### src/rtl/beat_qualifier.sv
// Heartbeat front end: synchronises and debounces the raw sensor pulse, applies a
// refractory lockout and emits one single-cycle beat_pulse per qualified beat.
module beat_qualifier #(
    parameter int unsigned DEBOUNCE_MS   = 4,
    parameter int unsigned REFRACTORY_MS = 250
) (
    input  logic       clk,
    input  logic       rst_n,
    input  logic       tick_1ms,
    input  logic       enable,
    input  logic       count_clr,
    input  logic       beat_raw,
    output logic       beat_pulse,
    output logic       lockout,
    output logic [7:0] beat_count,
    output logic [3:0] reject_count
);

    localparam int unsigned DB_W   = 4;
    localparam int unsigned REF_W  = 10;
    localparam int unsigned BEAT_W = 8;
    localparam int unsigned REJ_W  = 4;

    localparam logic [DB_W-1:0]   DB_LAST  = DB_W'(DEBOUNCE_MS - 1);
    localparam logic [REF_W-1:0]  REF_LOAD = REF_W'(REFRACTORY_MS);
    localparam logic [BEAT_W-1:0] BEAT_MAX = '1;
    localparam logic [REJ_W-1:0]  REJ_MAX  = '1;

    typedef enum logic [1:0] {
        IDLE     = 2'd0,
        LOCKOUT  = 2'd1,
        WAIT_LOW = 2'd2
    } state_t;

    state_t            state;
    logic              beat_meta;
    logic              beat_s;
    logic              beat_db;
    logic              beat_db_q;
    logic [DB_W-1:0]   db_cnt;
    logic [REF_W-1:0]  ref_cnt;
    logic              rise_c;

    // Two-flop synchroniser for the asynchronous sensor input
    always_ff @(posedge clk or negedge rst_n) begin
        if (!rst_n) begin
            beat_meta <= 1'b0;
            beat_s    <= 1'b0;
        end else begin
            beat_meta <= beat_raw;
            beat_s    <= beat_meta;
        end
    end

    // Tick-based debouncer; any return to agreement restarts the hold count
    always_ff @(posedge clk or negedge rst_n) begin
        if (!rst_n) begin
            beat_db   <= 1'b0;
            beat_db_q <= 1'b0;
            db_cnt    <= '0;
        end else begin
            beat_db_q <= beat_db;
            if (beat_s == beat_db) begin
                db_cnt <= '0;
            end else if (tick_1ms) begin
                if (db_cnt == DB_LAST) begin
                    beat_db <= beat_s;
                    db_cnt  <= '0;
                end else begin
                    db_cnt <= db_cnt + DB_W'(1);
                end
            end
        end
    end

    assign rise_c = beat_db & ~beat_db_q;

    // Qualifier FSM; lockout tracks the state being entered so it is registered
    always_ff @(posedge clk or negedge rst_n) begin
        if (!rst_n) begin
            state      <= IDLE;
            ref_cnt    <= '0;
            beat_pulse <= 1'b0;
            lockout    <= 1'b0;
        end else begin
            beat_pulse <= 1'b0;
            if (!enable) begin
                state   <= IDLE;
                lockout <= 1'b0;
            end else begin
                case (state)
                    IDLE: begin
                        if (rise_c) begin
                            beat_pulse <= 1'b1;
                            ref_cnt    <= REF_LOAD;
                            state      <= LOCKOUT;
                            lockout    <= 1'b1;
                        end
                    end
                    LOCKOUT: begin
                        if (tick_1ms) begin
                            ref_cnt <= ref_cnt - REF_W'(1);
                            if (ref_cnt == REF_W'(1)) begin
                                if (beat_db) begin
                                    state <= WAIT_LOW;
                                end else begin
                                    state   <= IDLE;
                                    lockout <= 1'b0;
                                end
                            end
                        end
                    end
                    WAIT_LOW: begin
                        if (!beat_db) begin
                            state   <= IDLE;
                            lockout <= 1'b0;
                        end
                    end
                    default: begin
                        state   <= IDLE;
                        lockout <= 1'b0;
                    end
                endcase
            end
        end
    end

    // Saturating statistics counters; a clear overrides a coincident increment
    always_ff @(posedge clk or negedge rst_n) begin
        if (!rst_n) begin
            beat_count   <= '0;
            reject_count <= '0;
        end else if (count_clr) begin
            beat_count   <= '0;
            reject_count <= '0;
        end else if (enable && rise_c) begin
            if (state == IDLE && beat_count != BEAT_MAX) begin
                beat_count <= beat_count + BEAT_W'(1);
            end
            if (state == LOCKOUT && reject_count != REJ_MAX) begin
                reject_count <= reject_count + REJ_W'(1);
            end
        end
    end

endmodule

### config.mk
export PLATFORM = sky130hd
export DESIGN_NAME = beat_qualifier
export DESIGN_NICKNAME = d
export VERILOG_FILES = /design/src/rtl/beat_qualifier.sv
export SDC_FILE = /design/constraint.sdc
export NUM_CORES = 1
export LEC_CHECK = 0
export CAP_MARGIN = 20
export CELL_PAD_IN_SITES_DETAIL_PLACEMENT = 1
export CELL_PAD_IN_SITES_GLOBAL_PLACEMENT = 1
export CORE_MARGIN = 2
export CORE_UTILIZATION = 43
export DETAILED_ROUTE_END_ITERATION = 10
export PLACE_DENSITY = 0.75
export SLEW_MARGIN = 15
export SYNTH_ARGS = -nofsm -noshare
export SYNTH_HDL_FRONTEND = slang
export SYNTH_SLANG_ARGS = --single-unit
### constraint.sdc
create_clock -name clk -period 2.15 [get_ports clk]
set_clock_uncertainty 0.1 [all_clocks]
set_input_delay 0.3225 -clock clk [delete_from_list [all_inputs] [get_ports clk]]
set_output_delay 0.3225 -clock clk [all_outputs]
set_load 0.01 [all_outputs]
==> results.md, run 1 <==
* CTS tree: yes
* Dpl hpwl at about 3.2 mm
* Die Wd at 68.6 um
* Row count at 23
* Slowest cell on the critical path: o41ai_2
* Tcrit/Tclk final at 95.0%
* Hold WS at roughly 0.26 ns
* Initial DRC Count at 67
* Remaining DRCs at 0
* Drt pass-1 iters at 4
* Worst-margin pin slew at 0.439 ns
* Global-route wire length before repair at between 7 and 8 mm
* Post-DP Area at 0.00209 sq mm
* Clk sinks at 34
* Max Slew Vio Count at 0
* DR WL/cell at 17.4 um
* Pin count of the biggest net entering global routing at 35
* Routed WL at between 4 and 5 mm
* Buffers on Ports at 19
* Yosys reg bits at 34
* Clock latency on the worst-skew pair at 0.29 ns
* Root buf cell: clkbuf_8
* CP Launch Type: register
* Final Util at roughly 55%
* Unrepaired setup endpoints after global routing: no
* Max stage delay on crit path at 0.46 ns
* Chip Height at 68.6 um
* GRT Residual Overflow at 0
* Final Setup Violations at 0
* Hold-fix buffers at CTS at 0
* P_leak at 0.938 nW
* Hold Fails Final Rpt at 0
* Post-synth cell types at 43
* Vias in the first global route at 1612
* Number of flops mapped to enable cells by yosys at 0
* Pre-CTS WS at -0.0739 ns
* Post-route ant nets at 0
* Mapped Nets at 186
* Status: finished, final reports clean
* Seq/Total Area, Yosys at 47.5%
* Initial Util at 44.8%
* Total CTS buffers at 5
* Vias/cell at 5.62
* Layout Nets at 219
* Proportion of layout cells with a drive suffix above 1 at 13.7%
* Worst path arrival time at 2.11 ns
* H-tree levels at 2
* Design Area, Final at 0.00221 sq mm
* CP endpoint kind: register
* Pwr Density at 937 mW/mm^2
* Post-synthesis instance area at 0.00179 sq mm
* Top_reg_cell synth: dfrtp_1
* WP data required at 2.22 ns
* FFs w/ async S/R, synth at 100%
* N_diodes at 0
* Syn avg cell area at 10.5 sq um
* Fill cell count at 448
* Cell Chain, Critical Path: or3_4 -> o41ai_2 -> nand3_1 -> a32o_1
* P&R area growth vs syn at 23.4%
* Setup ws final at 0.108 ns
* Final min period at around 2 ns
* Max Clock Freq at a little under 500 MHz
* DR vias at 1433
* Total die area at ~0.0047 sq mm
* Critical path class: register to register
* Num ports at 20
* Hold Path Class: register to register
* Fin cells at 255
* Max-cap violations at 0
* Clk slew on worst S/H paths at approximately 0.07 ns
* Number of cells after detailed placement at 245
* YS warnings at 0
* Crit Path Max Fanout at 4
* Placer Congestion at between 0.8 and 0.9
* Core box area at about 0.0040 sq mm
* IR drop worst, VDD at 453 uV
* Gr usage total at 22.0%
* Initial antenna violation count at 0
* Worst-case clock buffer depth at 2
* Relative slew slack at 70.7%
* Syn Inst Count at 171
==> path summary, 6_finish.rpt <==
| path | slack (ns) | cells past startpoint | to | from |
|---|---|---|---|---|
| hold / removal | 0.26 | 0 | beat_s | beat_meta |
| setup / recovery | 0.11 | 4 | state[1] | ref_cnt[4] |
| max in group asynchronous | 1.29 | 2 | beat_count[2] | rst_n |
| min in group asynchronous | 0.34 | 2 | ref_cnt[9] | rst_n |
| hold reg to reg | 0.26 | 0 | beat_s | beat_meta |
| setup reg to reg | 0.11 | 4 | state[1] | ref_cnt[4] |
==> registers in the layout, summed over array words and instances, names as in the netlist <==
| name | cells |
|---|---|
| ref_cnt | 10 |
| beat_count | 8 |
| db_cnt | 4 |
| reject_count | 4 |
| state | 2 |
| beat_db | 1 |
| beat_db_q | 1 |
| beat_meta | 1 |
| beat_pulse | 1 |
| beat_s | 1 |
| lockout | 1 |
==> metrics by stage <==
stage / setup TNS, ns / power, mW
finish: 0 / 2.07
global placement: 0 / 1.51
global route: 0 / 2.21
CTS: 0 / 2.07
detailed placement: -0.0739 / 1.57
floorplan: 0 / 1.32
==> layer usage <==
layer | GRT usage, % | share of wire [%]
met1 | 27.2 | 45
met2 | 36.4 | 51
met3 | 5.36 | 2.9
met4 | 9.50 | 1.8
met5 | 0 | 0
==> synth_stat cells, drive strengths merged, types with 2 or more instances <==
cell     instances  area share, %
o21ai            5            1.4
xor2             3            1.5
and4             2           0.98
nor4             2           0.70
inv              7            1.5
nand4            3            1.0
nand3b           2           0.84
nand2            8            1.7
o2111ai          2            2.0
a31oi            2           0.70
nand2b           5            1.7
nor3             5            1.4
nor2            21            4.4
or4              3            1.3
mux2             2            1.3
ha               9            6.3
nand3           11            3.1
a32o             2            1.1
a211oi           2           0.84
dfrtp           34             47
or3              4            2.0
o31ai            3            1.3
a21oi            4            1.1
xnor2            8            3.9
mux2i            5            2.8
clkbuf           2           0.42
==> power by group <==
group	switching (mW)	internal [mW]	total [mW]
combinational	0.365	0.281	0.646
sequential	0.158	0.772	0.930
clock	0.237	0.258	0.495
total	0.760	1.31	2.07
==> what timing repair did <==
action                                  in CTS  in global routing
setup buffers                                0                  2
endpoints found under the setup margin       0                  8
hold endpoints to repair                     0                  0
gates resized for setup                      0                  3
==> logic make-up (layout without fill, tap and decap cells) <==
| logic type | count (synthesis) | count (layout) | synth area share [%] |
|---|---|---|---|
| compound gates | 26 | 26 | 11.8 |
| xor+xnor | 11 | 11 | 5.38 |
| fa+ha+maj | 9 | 9 | 6.29 |
| buf+inv | 10 | 44 | 2.16 |
| flops | 34 | 34 | 47.5 |
| mux | 7 | 7 | 4.05 |
| simple gates | 74 | 74 | 22.8 |
==> worst max-delay path: cells and delay by family, from the launching register on <==
kind               cells  cell delay [ns]
AOI/OAI and AO/OA      2             0.78
and+or+nand+nor        2             0.63
DFF                    1             0.41
==> cells in the final DEF (no fill, tap or decap), types with 6 or more instances in the layout <==
master	synthesis	layout
dfrtp_1	34	34
nor2_1	21	21
clkdlybuf4s50_1	0	19
nand3_1	11	11
buf_4	0	10
xnor2_1	8	8
nand2_1	8	8
ha_1	9	8
inv_1	7	7
clkbuf_8	0	6
==> layout make-up <==
type,instances,area [sq um],share of cell area [%]
clock buffers,7,86.3,3.90
clock inverters,1,5.00,0.226
inverters,7,26.3,1.19
multi-input cells,127,915,41.4
flip-flops and latches,34,851,38.5
well taps,50,62.6,2.83
repair buffers,29,265,12.0
Note: power is estimated with default switching activity, not from simulation.
==> run 2, diff against run 1 <==
==> constraint.sdc (replaced) <==
create_clock -name clk -period 2.15 [get_ports clk]
set_clock_uncertainty 0.1 [all_clocks]
set_input_delay 0.43 -clock clk [delete_from_list [all_inputs] [get_ports clk]]
set_output_delay 0.43 -clock clk [all_outputs]
set_load 0.1 [all_outputs]
==> run 2 against run 1 <==
Net effect: maximum frequency increased by 0.28%; non-clock buffer count is 1 higher; register-to-register slack is essentially flat; via count grew 2.2%; clock power rose by 0.8%; first-iteration DRC count decreased by 46%; design area is 0.74% lower; sequential share of layout area is 0.46 points higher; setup slack gained 0.0057 ns; sequential power down 2.7%; critical endpoint unchanged.
==> results.md, run 2 (same netlist as run 1, synthesis figures left out) <==
* Status: finished, final reports clean (unchanged)
* Number of flip-flops in the largest register at 10 (unchanged)
* Pin count of the biggest net entering global routing at 35 (unchanged)
* Unrepaired setup endpoints after global routing: no (unchanged)
* Sw Pwr at 0.891 mW (was 0.760 mW)
* Fin Setup TNS at 0 ns (unchanged)
* CP Launch Type: register (unchanged)
* Clock latency on the worst-skew pair at 0.29 ns (about the same)
* Initial Util at 44.8% (unchanged)
* DR vias at 1465 (was 1433)
* GRT Residual Overflow at 0 (unchanged)
* Post-DP Area at 0.00209 sq mm (about the same)
* Reg2reg setup slack at 0.11 ns (about the same)
* Final min period at 2.04 ns (about the same)
* Tcrit/Tclk final at 94.7% (was 95.0%)
* N_diodes at 0 (unchanged)
* Critical path class: register to register (unchanged)
* Clk pwr share at 22.4% (was 23.9%)
* Fin cells at 256 (was 255)
* Total die area at 0.00470 sq mm (unchanged)
* Max-cap violations at 0 (unchanged)
* WP data required at 2.22 ns (about the same)
* Final Setup Violations at 0 (unchanged)
* Clk slew on worst S/H paths at 0.07 ns (about the same)
* Leading cell type in the layout, fill and taps excluded: dfrtp_1 (unchanged)
* Row count at 23 (unchanged)
* Most frequent cells in the layout: dfrtp_1 (31), buf_4 (24), nor2_1 (21) (was dfrtp_1 (34), nor2_1 (21), clkdlybuf4s50_1 (19))
* Proportion of layout cells with a drive suffix above 1 at 22.3% (was 13.7%)
* Buffers on Ports at 19 (unchanged)
* Layout Nets at 220 (was 219)
* Core box area at 0.00400 sq mm (unchanged)
* Max Slew Vio Count at 0 (unchanged)
* Relative slew slack at 70.3% (was 70.7%)
* Num ports at 20 (unchanged)
* Drt pass-1 iters at 4 (unchanged)
* H-tree levels at 2 (unchanged)
* Net Sw Frac at 39.9% (was 36.7%)
* Worst-margin pin slew at 0.440 ns (was 0.439 ns)
* Comb power frac at 37.1% (was 31.2%)
* Worst path arrival time at 2.10 ns (was 2.11 ns)
* Met1 Track Usage GR at 25.9% (was 27.2%)
* Flop pwr share at 40.6% (was 44.9%)
* DR WL/cell at 17.1 um (was 17.4 um)
* Vias/cell at 5.72 (was 5.62)
* Post-route ant nets at 0 (unchanged)
* Vias in the first global route at 1614 (was 1612)
* Hold WS at 0.253 ns (was 0.258 ns)
* Crit Path Max Fanout at 4 (unchanged)
* Routed WL at 4.37 mm (was 4.44 mm)
* P_leak at 0.968 nW (was 0.938 nW)
* GR Layer Usage met2 at 37.6% (was 36.4%)
* Max Clock Freq at 491 MHz (was 490 MHz)
* GRT met3 Usage at 6.49% (was 5.36%)
* Largest Register: ref_cnt (unchanged)
* Clk sinks at 34 (unchanged)
* Top Registers: ref_cnt: 10 flops, beat_count: 8 flops (unchanged)
* CP endpoint kind: register (unchanged)
* Hold Path Class: register to register (unchanged)
* Initial antenna violation count at 0 (unchanged)
* Pwr Density at 1020 mW/mm^2 (was 937 mW/mm^2)
* Global-route wire length before repair at 7.58 mm (was 7.55 mm)
* Hold Fails Final Rpt at 0 (unchanged)
* CTS tree: yes (unchanged)
* Gr usage total at 22.4% (was 22.0%)
* Number of cells after detailed placement at 247 (was 245)
* Design Area, Final at 0.00219 sq mm (was 0.00221 sq mm)
* Int Pwr at 1.34 mW (was 1.31 mW)
* Placer Congestion at 0.822 (was 0.813)
* Initial DRC Count at 36 (was 67)
* Most Crowded Layer GR: met2 (unchanged)
* Remaining DRCs at 0 (unchanged)
* Die Wd at 68.6 um (unchanged)
* Dpl hpwl at 3.28 mm (was 3.23 mm)
* Fill cell count at 450 (was 448)
* Worst-case clock buffer depth at 2 (unchanged)
* P&R area growth vs syn at 22.5% (was 23.4%)
* IR drop worst, VDD at 442 uV (was 453 uV)
* Pwr Total at 2.23 mW (was 2.07 mW)
* Chip Height at 68.6 um (unchanged)
* Root buf cell: clkbuf_8 (unchanged)
* Total CTS buffers at 5 (unchanged)
run 2: worst max-delay path, cell delays in order (launching register included):
cell	delay (ns)
dfrtp_1	0.41
or3_4	0.42
o41ai_2	0.49
nand3_1	0.17
a32o_1	0.32
run 2: per-layer routing:
layer	part of all wire, %	wire (um)
met4	3.2	139
met5	0	0
met1	43	1870
met2	50	2190
met3	3.8	165
run 2: final timing paths:
path                       cells past startpoint  startpoint       endpoint
max                                            4  ref_cnt[4]       state[1]
min                                            0   beat_meta         beat_s
max reg2reg                                    4  ref_cnt[4]       state[1]
min reg2reg                                    0   beat_meta         beat_s
max in group asynchronous                      2       rst_n  beat_count[4]
min in group asynchronous                      2       rst_n     ref_cnt[8]
run 2: area by class of cell:
cell class / count / area (sq um) / area share (%)
Clock buffer: 7 / 86.3 / 3.93
Clock inverter: 1 / 5.00 / 0.228
Inverter: 7 / 26.3 / 1.20
Multi-Input combinational cell: 127 / 910 / 41.4
Sequential cell: 34 / 855 / 38.9
Tap cell: 50 / 62.6 / 2.85
Timing Repair Buffer: 30 / 250 / 11.4
run 2: stage by stage:
step	util [%]	setup slack, ns
3_3_place_gp	52.2	-0.000304
5_1_grt	54.9	0.0599
4_1_cts	54.6	0.0140
3_5_place_dp	52.2	-0.0858
6_report	54.9	0.114
2_1_floorplan	-	0.0841
run 2: power groups by stage:
stage / Clock (mW) / Sequential, mW / Combinational [mW]
global placement: 0 / 0.900 / 0.769
global route: 0.543 / 0.923 / 0.911
floorplan: 0 / 1.02 / 0.426
finish: 0.499 / 0.905 / 0.827
CTS: 0.513 / 0.903 / 0.823
detailed placement: 0 / 0.913 / 0.813
run 2: repair_timing:
item | in CTS | in global routing
hold buffers | 0 | 0
setup endpoints to repair | 1 | 9
pin swaps | 1 | 1
buffers inserted | 0 | 1
resized for setup | 2 | 1
==> run 3, diff against run 2 <==
CTS_BUF_LIST = sky130_fd_sc_hd__clkbuf_16   (was unset)
==> run 3 against run 2 <==
Net effect: first-iteration DRC count rose by 11%; hold slack got worse by 0.0048 ns; setup slack got worse by 0.014 ns; largest cell class unchanged; clock power rose by 35%; non-clock buffer count did not move; register-to-register slack barely moved.
==> results.md, run 3 (same netlist as run 1, synthesis figures left out) <==
* Status: finished, final reports clean (unchanged)
* Clock latency on the worst-skew pair at 0.28 ns (was 0.29 ns)
* Critical path class: register to register (unchanged)
* CP endpoint kind: register (unchanged)
* Hold-fix buffers at CTS at 0 (unchanged)
* Depth of the most critical reg-to-reg path at 4 (unchanged)
* Layout Nets at 220 (unchanged)
* Hold Fails Final Rpt at 0 (unchanged)
* Max Slew Vio Count at 0 (unchanged)
* Setup ws final at 0.0999 ns (was 0.114 ns)
* Hold WS at 0.248 ns (was 0.253 ns)
* Worst path arrival time at 2.10 ns (about the same)
* Initial DRC Count at 40 (was 36)
* P_leak at 0.994 nW (was 0.968 nW)
* Hold Path Class: register to register (unchanged)
* Most Crowded Layer GR: met2 (unchanged)
* Max stage delay on crit path at 0.50 ns (was 0.49 ns)
* Initial antenna violation count at 0 (unchanged)
* Unrepaired setup endpoints after global routing: no (unchanged)
* Buffers on Ports at 19 (unchanged)
* DR WL/cell at 17.2 um (was 17.1 um)
* Max Clock Freq at 488 MHz (was 491 MHz)
* Number of flip-flops in the largest register at 10 (unchanged)
* Num ports at 20 (unchanged)
* Vias in the first global route at 1610 (was 1614)
* Relative slew slack at 68.8% (was 70.3%)
* Most frequent cells in the layout: dfrtp_1 (31), buf_4 (24), nor2_1 (21) (unchanged)
* Slowest cell on the critical path: o41ai_2 (unchanged)
* Initial Util at 44.8% (unchanged)
* Final Util at 55.9% (was 54.9%)
* CP bufs+invs at 0 (unchanged)
* Number of cells after detailed placement at 247 (unchanged)
* Cell Chain, Critical Path: or3_4 -> o41ai_2 -> nand3_1 -> a32o_1 (unchanged)
* Leading cell type in the layout, fill and taps excluded: dfrtp_1 (unchanged)
* Worst reg2reg path startpoint: ref_cnt[4] (unchanged)
* Tcrit/Tclk final at 95.4% (was 94.7%)
* Met1 Track Usage GR at 26.5% (was 25.9%)
* Worst-case clock buffer depth at 2 (unchanged)
* Proportion of layout cells with a drive suffix above 1 at 20.9% (was 22.3%)
* GRT met3 Usage at 6.17% (was 6.49%)
* Largest Register: ref_cnt (unchanged)
* P&R area growth vs syn at 24.8% (was 22.5%)
* GR Layer Usage met2 at 38.7% (was 37.6%)
* Hold wc startpoint: beat_meta (unchanged)
* Final min period at 2.05 ns (was 2.04 ns)
* Pre-CTS WS at -0.0858 ns (unchanged)
* Routed WL at 4.41 mm (was 4.37 mm)
* Dpl hpwl at 3.28 mm (unchanged)
* Fin cells at 256 (unchanged)
* WHS Path Cells at 0 (unchanged)
* Reg2reg setup slack at 0.1 ns (was 0.11 ns)
* GRT Residual Overflow at 0 (unchanged)
* Global-route wire length before repair at 7.61 mm (was 7.58 mm)
* Chip Height at 68.6 um (unchanged)
* Post-route ant nets at 0 (unchanged)
* H-tree levels at 2 (unchanged)
* IR drop worst, VDD at 487 uV (was 442 uV)
* Final Setup Violations at 0 (unchanged)
* Crit path depth at 4 (unchanged)
* N_diodes at 0 (unchanged)
* Placer Congestion at 0.822 (unchanged)
* Root buf cell: clkbuf_16 (was clkbuf_8)
* Gr usage total at 22.4% (about the same)
* Clk sinks at 34 (unchanged)
* Delay-heaviest family, CP: compound AO/OA/AOI/OAI gates (unchanged)
* WHS Endpoint: beat_s (unchanged)
* Remaining DRCs at 0 (unchanged)
* DR vias at 1461 (was 1465)
* Row count at 23 (unchanged)
* CTS tree: yes (unchanged)
* Reg2Reg Capture Point: state[1] (unchanged)
* Total CTS buffers at 5 (unchanged)
* Core box area at 0.00400 sq mm (unchanged)
* Crit Path Max Fanout at 4 (unchanged)
* Die Wd at 68.6 um (unchanged)
* Top Registers: ref_cnt: 10 flops, beat_count: 8 flops (unchanged)
* Worst-margin pin slew at 0.463 ns (was 0.440 ns)
* Pwr Density at 1080 mW/mm^2 (was 1020 mW/mm^2)
* Clk slew on worst S/H paths at 0.05 ns (was 0.07 ns)
* Total die area at 0.00470 sq mm (unchanged)
* Max-cap violations at 0 (unchanged)
* WP data required at 2.20 ns (was 2.22 ns)
* Drt pass-1 iters at 4 (unchanged)
* Pwr Total at 2.41 mW (was 2.23 mW)
* Vias/cell at 5.71 (was 5.72)
* Pin count of the biggest net entering global routing at 35 (unchanged)
* CP Launch Type: register (unchanged)
-- run 3: worst max path at each step --
| stage | to | slack [ns] | from |
|---|---|---|---|
| 3_5_place_dp | state[1] | -0.09 | tick_1ms |
| 5_1_grt | beat_count[1] | 0.02 | state[1] |
| 6_report | state[1] | 0.1 | ref_cnt[4] |
| 4_1_cts | ref_cnt[6] | 0.10 | state[1] |
| 3_3_place_gp | beat_count[7] | -0.0003 | enable |
| 2_1_floorplan | beat_count[7] | 0.08 | beat_count[2] |
-- run 3: where the power goes --
group / total, mW / internal (mW) / switching [mW]
registers: 0.907 / 0.774 / 0.133
clock network: 0.673 / 0.418 / 0.255
logic: 0.834 / 0.310 / 0.524
total: 2.41 / 1.50 / 0.912
-- run 3: repair_timing --
action                                  CTS  global route
endpoints found under the hold margin     0             0
resized for setup                         0             1
pin swaps                                 1             0
setup buffers                             1             0
endpoints found under the setup margin    3             3
-- run 3: routing by layer --
metal	vias to the layer above	wire length, um
met5	-	0
met4	0	88
met3	10	163
met2	29	2260
met1	731	1900
li1	691	-
-- run 3: layout make-up --
| cell class | count | area (sq um) |
|---|---|---|
| fillers | 438 | 1760 |
| well taps | 50 | 62.6 |
| repair buffers | 30 | 250 |
| clock inverters | 3 | 12.5 |
| flip-flops and latches | 34 | 855 |
| inverters | 7 | 26.3 |
| clock buffers | 5 | 125 |
| multi-input cells | 127 | 905 |
-- run 3: metrics by stage --
stage / TNS, ns / cell area [sq um]
after global routing: 0 / 2240
after floorplan: 0 / 1800
final: 0 / 2240
after CTS: 0 / 2230
after global placement: -0.000304 / 2090
after detailed placement: -0.220 / 2090
